$ cat config.mk
export PLATFORM = sky130hd
export DESIGN_NAME = mtsp_scs_bank
export DESIGN_NICKNAME = d
export VERILOG_FILES = /design/src/rtl/mtsp_scs_bank.sv
export SDC_FILE = /design/constraint.sdc
export NUM_CORES = 1
export LEC_CHECK = 0
export ABC_CLOCK_PERIOD_IN_PS = 4700
export BUFFER_PORTS_ARGS = -buffer_cell sky130_fd_sc_hd__buf_2
export CORE_MARGIN = 1.5
export CORE_UTILIZATION = 52
export CTS_CLUSTER_SIZE = 30
export DETAILED_ROUTE_END_ITERATION = 8
export GPL_ROUTABILITY_DRIVEN = 0
export PLACE_DENSITY = 0.78
export SLEW_MARGIN = 25
export SYNTH_ARGS = -nofsm -noshare
export SYNTH_HDL_FRONTEND = slang
export SYNTH_SLANG_ARGS = --single-unit
$ cat constraint.sdc
create_clock -name CLK -period 4.7 [get_ports CLK]
set_clock_uncertainty 0.2 [all_clocks]
set_input_delay 0.94 -clock CLK [delete_from_list [all_inputs] [get_ports CLK]]
set_output_delay 0.94 -clock CLK [all_outputs]
set_load 0.01 [all_outputs]
$ cat src/rtl/mtsp_scs_bank.sv
// Scratch-counter bank: NUM_SETS x LANES counters with per-lane fetch-and-op,
// returning pre-op (or global scratch counter) values with a fixed 2-cycle latency.
module mtsp_scs_bank #(
    parameter int NUM_SETS = 2,
    parameter int LANES    = 4,
    parameter int CNT_W    = 16,
    parameter int SATURATE = 0,
    parameter int SEL_W    = 1
) (
    input  logic                     CLK,
    input  logic                     RST,
    input  logic                     MEM_nEN,
    input  logic [SEL_W-1:0]         MEM_SEL,
    input  logic [4*LANES-1:0]       MEM_OP,
    input  logic [32*LANES-1:0]      MEM_DATA,
    input  logic [CNT_W*LANES-1:0]   GSCs_DATA,
    output logic                     EW1_nEN,
    output logic [LANES-1:0]         EW1_MASK,
    output logic [32*LANES-1:0]      EW1_DATA,
    output logic [LANES-1:0]         EW1_OVF
);

    localparam logic [SEL_W:0] SET_LIMIT = (SEL_W + 1)'(NUM_SETS);

    // Returns {ovf, next_value}; ovf is the carry/borrow of the CNT_W+1 bit result.
    function automatic logic [CNT_W:0] lane_alu(
        input logic [2:0]       op,
        input logic [CNT_W-1:0] cur,
        input logic [CNT_W-1:0] d
    );
        logic [CNT_W:0] ext;
        logic [CNT_W:0] res;
        ext = {(CNT_W + 1){1'b0}};
        res = {1'b0, cur};
        case (op)
            3'b010: res = {1'b0, d};
            3'b011: begin
                ext = {1'b0, cur} + {{CNT_W{1'b0}}, 1'b1};
                res = ((SATURATE != 0) && ext[CNT_W]) ? {1'b1, {CNT_W{1'b1}}} : ext;
            end
            3'b100: begin
                ext = {1'b0, cur} - {{CNT_W{1'b0}}, 1'b1};
                res = ((SATURATE != 0) && ext[CNT_W]) ? {1'b1, {CNT_W{1'b0}}} : ext;
            end
            3'b101: begin
                ext = {1'b0, cur} + {1'b0, d};
                res = ((SATURATE != 0) && ext[CNT_W]) ? {1'b1, {CNT_W{1'b1}}} : ext;
            end
            3'b110: res = {(CNT_W + 1){1'b0}};
            3'b111: res = (d > cur) ? {1'b0, d} : {1'b0, cur};
            default: res = {1'b0, cur};
        endcase
        return res;
    endfunction

    logic [CNT_W*LANES-1:0] cnt_r [NUM_SETS];

    logic                   sel_ok_s;
    logic [SEL_W-1:0]       sel_idx_s;
    logic [CNT_W*LANES-1:0] pre_s;
    logic [CNT_W*LANES-1:0] nxt_s;
    logic [CNT_W:0]         alu_s;
    logic [LANES-1:0]       wr_s;
    logic [LANES-1:0]       gsrc_s;
    logic [LANES-1:0]       ovf_s;
    logic [LANES-1:0]       mask_s;

    logic                   s1_nen_r;
    logic [LANES-1:0]       s1_mask_r;
    logic [LANES-1:0]       s1_gsrc_r;
    logic [LANES-1:0]       s1_ovf_r;
    logic [CNT_W*LANES-1:0] s1_pre_r;

    logic [32*LANES-1:0]    data_s;
    logic [31:0]            lane_v_s;
    logic                   unused_data_s;

    // Operand bits above CNT_W are intentionally ignored.
    assign unused_data_s = ^MEM_DATA;

    // Issue-stage decode: set selection, per-lane ALU, write enables, mask and overflow.
    always_comb begin
        sel_ok_s  = ({1'b0, MEM_SEL} < SET_LIMIT);
        sel_idx_s = {SEL_W{1'b0}};
        nxt_s     = {(CNT_W * LANES){1'b0}};
        alu_s     = {(CNT_W + 1){1'b0}};
        wr_s      = {LANES{1'b0}};
        gsrc_s    = {LANES{1'b0}};
        ovf_s     = {LANES{1'b0}};
        mask_s    = {LANES{1'b1}};
        if (sel_ok_s) begin
            sel_idx_s = MEM_SEL;
        end else begin
            sel_idx_s = {SEL_W{1'b0}};
        end
        pre_s = cnt_r[sel_idx_s];
        for (int i = 0; i < LANES; i++) begin
            alu_s = lane_alu(MEM_OP[4*i +: 3], pre_s[CNT_W*i +: CNT_W], MEM_DATA[32*i +: CNT_W]);
            nxt_s[CNT_W*i +: CNT_W] = alu_s[CNT_W-1:0];
            wr_s[i]   = sel_ok_s && (MEM_OP[4*i +: 3] != 3'b000);
            gsrc_s[i] = sel_ok_s && MEM_OP[4*i+3];
            // Only arithmetic ops report carry/borrow; the others leave alu_s[CNT_W] meaningless.
            case (MEM_OP[4*i +: 3])
                3'b011, 3'b100, 3'b101: ovf_s[i] = sel_ok_s && alu_s[CNT_W];
                default:                ovf_s[i] = 1'b0;
            endcase
            mask_s[i] = !(wr_s[i] || gsrc_s[i]);
        end
    end

    // Counter storage: updated at the edge ending the issue cycle.
    always_ff @(posedge CLK) begin
        if (RST) begin
            for (int s = 0; s < NUM_SETS; s++) begin
                cnt_r[s] <= {(CNT_W * LANES){1'b0}};
            end
        end else if (!MEM_nEN) begin
            for (int i = 0; i < LANES; i++) begin
                if (wr_s[i]) begin
                    cnt_r[sel_idx_s][CNT_W*i +: CNT_W] <= nxt_s[CNT_W*i +: CNT_W];
                end
            end
        end
    end

    // Stage 1: capture valid, mask, pre-op values, result source and overflow.
    always_ff @(posedge CLK) begin
        if (RST) begin
            s1_nen_r  <= 1'b1;
            s1_mask_r <= {LANES{1'b1}};
            s1_gsrc_r <= {LANES{1'b0}};
            s1_ovf_r  <= {LANES{1'b0}};
            s1_pre_r  <= {(CNT_W * LANES){1'b0}};
        end else begin
            s1_nen_r <= MEM_nEN;
            if (!MEM_nEN) begin
                s1_mask_r <= mask_s;
                s1_gsrc_r <= gsrc_s;
                s1_ovf_r  <= ovf_s;
                s1_pre_r  <= pre_s;
            end else begin
                s1_mask_r <= {LANES{1'b1}};
                s1_gsrc_r <= {LANES{1'b0}};
                s1_ovf_r  <= {LANES{1'b0}};
            end
        end
    end

    // Stage 2 result mux: masked lanes read 0, GSRC lanes take the live global counter.
    always_comb begin
        data_s   = {(32 * LANES){1'b0}};
        lane_v_s = 32'h0000_0000;
        for (int i = 0; i < LANES; i++) begin
            lane_v_s = 32'h0000_0000;
            if (s1_mask_r[i]) begin
                lane_v_s = 32'h0000_0000;
            end else if (s1_gsrc_r[i]) begin
                lane_v_s[CNT_W-1:0] = GSCs_DATA[CNT_W*i +: CNT_W];
            end else begin
                lane_v_s[CNT_W-1:0] = s1_pre_r[CNT_W*i +: CNT_W];
            end
            data_s[32*i +: 32] = lane_v_s;
        end
    end

    // Stage 2: registered write-back outputs; data holds while idle.
    always_ff @(posedge CLK) begin
        if (RST) begin
            EW1_nEN  <= 1'b1;
            EW1_MASK <= {LANES{1'b1}};
            EW1_DATA <= {(32 * LANES){1'b0}};
            EW1_OVF  <= {LANES{1'b0}};
        end else begin
            EW1_nEN <= s1_nen_r;
            if (!s1_nen_r) begin
                EW1_MASK <= s1_mask_r;
                EW1_DATA <= data_s;
                EW1_OVF  <= s1_ovf_r;
            end else begin
                EW1_MASK <= {LANES{1'b1}};
                EW1_OVF  <= {LANES{1'b0}};
            end
        end
    end

endmodule

**Yosys cells after proc, flatten, opt, wreduce, memory -nomap -nowiden**

Memories as Yosys holds them, arrays and structs flattened.
Cells that the tools add are included.

- Register bits after elaboration: 150
- Bits in writable memories: 128
- Bits of input ports: 212
- Output and inout port bits: 137
- Logic and storage cells: 117
- Memories: 1

Memories:

| memory | depth | width | read ports | clocked after memory_dff | wr ports | line | RTL |
|---|---|---|---|---|---|---|---|
| cnt_r | 2 | 64 | 1 | 0 | 2 | 56 | `logic [CNT_W*LANES-1:0] cnt_r [NUM_SETS];` |

- Add/subtract/negate cells: 12
- $lt $le $gt $ge: 4
- Equality and inequality tests: 24
- Mux-type cells: 37
- Bitwise logic cells: 4
- Reductions and logical operators: 23

Operator list:

| operator | count |
|---|---|
| 17-bit case mux with 6 select lines | 4 |
| 16-bit 2-to-1 mux | 12 |
| 16-bit by 1-bit adder with 17-bit output, second input constant | 4 |
| 16-bit by 16-bit adder with 17-bit output | 4 |
| 16-bit by 1-bit subtractor with 17-bit output, second input constant | 4 |
| 16-bit > comparator | 4 |
| 64-bit 2-to-1 mux | 1 |
| 64-bit OR reduction | 1 |
| 3-bit equality test, second input constant | 16 |
| 3-bit by 2-bit equality test with 1-bit output, second input constant | 8 |
| 3-bit OR reduction | 8 |
| 1-bit 2-to-1 mux | 19 |
| 3-bit nonzero test | 4 |
| 1-bit zero test | 4 |
| 1-bit logical OR | 4 |
| 4-bit 2-to-1 mux | 1 |
| 1-bit NOT | 4 |
| 2-bit OR reduction | 2 |

**Depth between registers and ports, before layout**

Gate-level depths: netlist of run 1.

- Word-level depth: 7
- Gate-level depth with buffers: 16
- Gate-level depth less buffers: 14

**Least setup slack after synthesis of run 1**

Ideal clock, no wire load.

- Path kind: input to register
- Start point: input MEM_SEL
- End point: memory cnt_r[0][30] (netlist bit) (data pin)
- Setup time: 276 ps
- Arrival: 4503 ps
- Required time: 4224 ps
- Setup slack: -279 ps
- Stages on the path: 15
- Path buffers: 4
- Cell sequence: clkbuf_1 buf_2 buf_2 buf_2 mux2_2 ha_1 fa_1 a211o_1 a21o_1 o21a_1 o22ai_1 o21ai_1 xor2_1 a222oi_1 a211oi_1

RTL lines:

| what | line | RTL |
|---|---|---|
| from (decl) | 13 | `input logic [SEL_W-1:0] MEM_SEL,` |
| to (decl) | 56 |  |

==> results of run 1 <==
power by group:
group	switching, mW	total (mW)	internal (mW)
logic	1.05	1.73	0.674
registers	0.0558	2.71	2.65
clock network	0.987	2.33	1.35
registers in the layout (all words and copies together), names as in the netlist:
name and count:
cnt_r 128, EW1_DATA 64, s1_pre_r 64, EW1_MASK 4
EW1_OVF 4, s1_gsrc_r 4, s1_mask_r 4, s1_ovf_r 4
EW1_nEN 1, s1_nen_r 1
critical path, delay by kind of cell:
family | cells | cell delay, ns
buffers and inverters | 3 | 0.81
AO/OA/AOI/OAI | 7 | 1.69
XOR/XNOR | 1 | 0.13
multiplexers | 1 | 0.28
adder cells (fa/ha/maj) | 1 | 0.48
final timing paths:
path                            depth (start not counted)         start            to  slack [ns]
worst max-delay path                                   13       MEM_SEL  cnt_r[0][62]        0.43
worst min-delay path                                    1   s1_ovf_r[0]    EW1_OVF[0]        0.23
worst max register to register                         11  cnt_r[0][48]  cnt_r[0][62]        1.00
worst min register to register                          1   s1_ovf_r[0]    EW1_OVF[0]        0.23
kinds of logic (layout without fill, tap and decap cells):
group                    after synthesis  count (layout)  share of synthesized area (%)
AO/OA/AOI/OAI                        728             728                          23.09
XOR/XNOR                              26              26                          1.166
adder cells (fa/ha/maj)              132             132                          8.607
buffers and inverters                349             544                          8.063
flip-flops                           278             278                          35.04
multiplexers                         154             154                          7.922
other                                  1              68                        0.01919
AND/OR/NAND/NOR                      685             685                          16.09
per-stage QoR:
stage	utilization (%)	hold slack, ns	worst slack (ns)	std cells
6_report	60.82	0.2325	0.4318	3083
3_3_place_gp	58.15	0.2210	0.008821	3026
2_1_floorplan	-	0.2057	0.003038	2416
4_1_cts	60.79	0.2361	0.5128	3079
3_5_place_dp	58.15	0.2210	-0.07850	3026
5_1_grt	60.80	0.2494	0.2392	3080
synthesized netlist by cell type (15+ instances only):
cell / number
nor2_1: 297
a21oi_1: 251
o21ai_0: 175
dfxtp_1: 150
inv_1: 149
mux2i_1: 149
nand2_1: 148
edfxtp_1: 128
ha_1: 128
clkbuf_1: 107
buf_4: 66
nor3_1: 41
nand3_1: 38
a211oi_1: 35
a21o_1: 32
o21a_1: 31
nor2b_1: 30
o21ai_1: 26
or3_1: 21
nand2b_1: 20
nand4_1: 20
and2_1: 18
o211ai_1: 17
xor2_1: 16
a31oi_1: 15
and3_1: 15
o22ai_1: 15
o2bb2ai_1: 15
area by class of cell:
cell class	count	area [sq um]	share of cell area, %
antenna	4	10.01	0.04474
clock buffer	44	917.1	4.099
clock inverter	9	53.80	0.2405
inverter	151	566.8	2.533
multi-input combinational	1789	11370	50.84
sequential	278	6847	30.60
tap	468	585.6	2.617
timing repair buffer	340	2019	9.026
routing by layer:
| layer | GRT usage (%) | part of all wire [%] |
|---|---|---|
| met1 | 36.02 | 42 |
| met4 | 10.91 | 3.6 |
| met3 | 4.090 | 7.4 |
| met5 | 0 | 0 |
| met2 | 47.42 | 47 |
==> metrics.cfg, run 1 <==
[run_status]
outcome = completed

[placed_design]
dp_hpwl_mm = 42.21
post_dp_cell_area_sq_mm = 0.02139
io_buffers = 220

[cts]
cts_max_level = 1
hold_buffers = 0
clock-sinks = 278
postCtsSetupBuffers = 0
post_cts_resized = 0
worstSkewPairLatency_ns = 0.58
clk_pin_slew_ns = 0.06
cts_buffers = 29
cts_tree = done
root_buffer = clkbuf_16
clockBufferDepth = 3

[floorplan]
rows = 70
core-area_sq_mm = 0.03679
dieArea_sq_mm = 0.03874
initial_utilization_pct = 53.11
fp.dieH_microns = 196.8
die_w_microns = 196.8
ios = 349

[logic_synthesis]
synthTopCellsByArea = edfxtp_1, dfxtp_1, ha_1
synth-seq-area-share_pct = 35.04
synth_top_area_share_pct = 19.67
async_flop_share_pct = 0
postSynthAreaPerCell_sq_um = 8.303
yosys.cell_types.count = 88
synthFlopType = dfxtp_1
yosys.area.top_type = edfxtp_1
ys_ff_latch = 278
synth_cells = 2353
syn_area_sq_mm = 0.01954
ys_warn_count = 0
synth_edf_count = 128

[final_layout]
syn_to_final_growth_pct = 14.51
layout-drive-gt1-share_pct = 16.16
layout_commonest_cell = nor2_1
n_fill_cell = 3186
final_cell_mix = nor2_1, a21oi_1, buf_2
fin_area_sq_mm = 0.02237
fin_nets = 2933

[detailed_routing]
vias = 18556
drtIter0Drc = 1646
firstDrtPassIters = 6
remaining_drc_errors = 0
wl_mm = 56.41
wire_per_inst_microns = 18.30
viasPerCell = 6.019
ant_nets = 0

[global_route]
grt_pass1_wl_mm = 88.60
overflow = 0
grt_max_degree = 83
grt_pass1_vias = 17363
grtUsageTotal_pct = 27.99
antenna_found_initial = 3

[power]
finalPower_mw = 6.766
irDropWorstVdd_mv = 0.2753
p_leak_nw = 10.16
power_density_mw_per_mm2 = 302.4

[sta]
min_period_ns = 4.268
tns_ns = 0
fmax_ghz = 0.2343
maxSlewViolCount = 0
maxSlewHeadroom_pct = 35.14
rsz0062_at_grt = no
tightest_slew_ns = 0.9693
min_period_over_period_pct = 90.81
finalHoldViolations = 0
setup_viol = 0

[worst_setup_path]
cp_max_fo = 17
path_cells = buf_4 -> buf_4 -> mux2i_1 -> inv_1 -> fa_1 -> a21o_1 -> a22o_1 -> o221ai_1 -> a21boi_1 -> o41ai_2 -> xnor2_1 -> a222oi_1 -> a211oi_1
cp_common_cell = buf_4
worstPathRequired_ns = 4.77
endpoint_kind = flip-flop
critPathKind = in -> reg
cp_slowest_cell = a222oi_1
cp_slowest_stage_delay_ns = 0.52
critPathLaunchType = primary input
crit_arrival_ns = 4.34

[worst_hold_path]
min_path_type = reg -> reg

[flow_run]
drv_cap = 0

Note: power is estimated with default switching activity, not from simulation.
==> run 2, diff against run 1 <==
PLACE_DENSITY = 0.84   (was 0.78)
==> metrics.cfg, run 2 (synthesis gave the netlist of run 1 again) <==
[run_status]
outcome = completed

[worst_setup_path]
crit_path_start = MEM_SEL
r2r-end = cnt_r[1][30]
critPathLaunchType = primary input
crit_arrival_ns = 4.28
rrSetupSlack_ns = 1.05
cp_max_fo = 14
r2r_cells = 11
r2r_start = cnt_r[1][16]
endpoint_kind = flip-flop
worstPathRequired_ns = 4.78
critPathKind = in -> reg

[sta]
fmax_ghz = 0.2384
finalHoldViolations = 0
tightest_slew_ns = 1.048
finalWorstSetupSlack_ns = 0.5046
maxSlewViolCount = 0
min_period_ns = 4.195
tns_ns = 0
min_period_over_period_pct = 89.26
rsz0062_at_grt = no
setup_viol = 0
maxSlewHeadroom_pct = 30.04

[power]
p_leak_nw = 10.08
power_density_mw_per_mm2 = 306.9
finalPower_mw = 6.836
irDropWorstVdd_mv = 0.1911

[floorplan]
rows = 70
die_w_microns = 196.8
ios = 349
dieArea_sq_mm = 0.03874
fp.dieH_microns = 196.8
initial_utilization_pct = 53.11
core-area_sq_mm = 0.03679

[detailed_routing]
drtIter0Drc = 2207
viasPerCell = 6.127
vias = 18790
wire_per_inst_microns = 18.83
wl_mm = 57.74
ant_nets = 0
remaining_drc_errors = 0
firstDrtPassIters = 8

[global_route]
grtUsageTotal_pct = 28.51
overflow = 0
antenna_found_initial = 6
grt_pass1_wl_mm = 90.20
grt_max_degree = 77
grt_pass1_vias = 17903

[worst_hold_path]
min_path_type = reg -> reg
hold_start = s1_ovf_r[1]
holdPathStages = 1
hold_path_end = EW1_OVF[1]

[cts]
clock-sinks = 278
clockBufferDepth = 3
cts_tree = done
cts_max_level = 1
hold_buffers = 0
postCtsSetupBuffers = 0
post_cts_resized = 0
root_buffer = clkbuf_16
cts_buffers = 30
clk_pin_slew_ns = 0.06
worstSkewPairLatency_ns = 0.56

[final_layout]
fin_nets = 2916
largest_register_ffs = 128
final_cell_mix = nor2_1, a21oi_1, buf_2
top_regs = cnt_r x128, EW1_DATA x64, s1_pre_r x64
regMostFlops = cnt_r
layout_commonest_cell = nor2_1
syn_to_final_growth_pct = 14.02
n_fill_cell = 3088
layout-drive-gt1-share_pct = 15.61
fin_area_sq_mm = 0.02228

[flow_run]
drv_cap = 0

[placed_design]
io_buffers = 220
dp_hpwl_mm = 43.23
post_dp_cell_area_sq_mm = 0.02126
preCtsSetupSlack_ns = 0.03521

run 2: cell count changes in the layout (fill, tap and decap cells not counted), sizes merged:
cell	change
bufinv	+3
clkinvlp	+2
clkbuf	-4
inv	-2
buf	-18
clkinv	+3
run 2: final cells by class:
type | instances | area [sq um] | share of cell area, %
tap | 468 | 585.6 | 2.629
sequential | 278 | 6848 | 30.74
antenna | 4 | 10.01 | 0.04493
timing repair buffer | 322 | 1884 | 8.459
multi-input combinational | 1789 | 11380 | 51.07
clock inverter | 15 | 161.4 | 0.7246
inverter | 151 | 566.8 | 2.544
clock buffer | 40 | 843.3 | 3.786
run 2: per-stage QoR:
stage | cells | util [%] | hold slack [ns]
3_3_place_gp | 3008 | 57.78 | 0.2188
5_1_grt | 3065 | 60.54 | 0.2611
6_report | 3067 | 60.56 | 0.2380
2_1_floorplan | 2416 | - | 0.2057
4_1_cts | 3063 | 60.52 | 0.2422
3_5_place_dp | 3008 | 57.79 | 0.2193
run 2: where the power goes:
| group | total, mW | leakage (nW) | switching, mW | internal [mW] |
|---|---|---|---|---|
| sequential | 2.70 | 2.56 | 0.0546 | 2.65 |
| combinational | 1.73 | 7.03 | 1.07 | 0.659 |
| clock | 2.41 | 0.495 | 0.981 | 1.43 |
run 2: how the worst max path moves through the flow:
| stage | end | slack [ns] | cells after the start |
|---|---|---|---|
| detailed placement | cnt_r[1][63] | 0.04 | 13 |
| floorplan | cnt_r[0][8] | 0.003 | 16 |
| global placement | cnt_r[0][30] | 0.17 | 12 |
| global route | cnt_r[1][63] | 0.34 | 13 |
| CTS | cnt_r[1][63] | 0.62 | 13 |
| finish | cnt_r[1][63] | 0.50 | 13 |
run 2: per-layer routing:
| layer | vias up | track usage, % | wire length [microns] |
|---|---|---|---|
| li1 | 8791 | - | - |
| met1 | 8797 | 35.72 | 22900 |
| met2 | 1026 | 48.88 | 27380 |
| met3 | 174 | 3.919 | 5137 |
| met4 | 2 | 12.69 | 2310 |
| met5 | - | 0 | 17 |
run 2: critical path, stage by stage:
cell and delay [ns]:
buf_4 0.29, buf_4 0.26, mux2i_1 0.26, inv_1 0.13, ha_1 0.33, a211oi_1 0.31
o211ai_1 0.21, a41oi_1 0.44, a21boi_0 0.24, o2111ai_1 0.34, nand3_1 0.11, a31oi_1 0.31
nor2_1 0.08
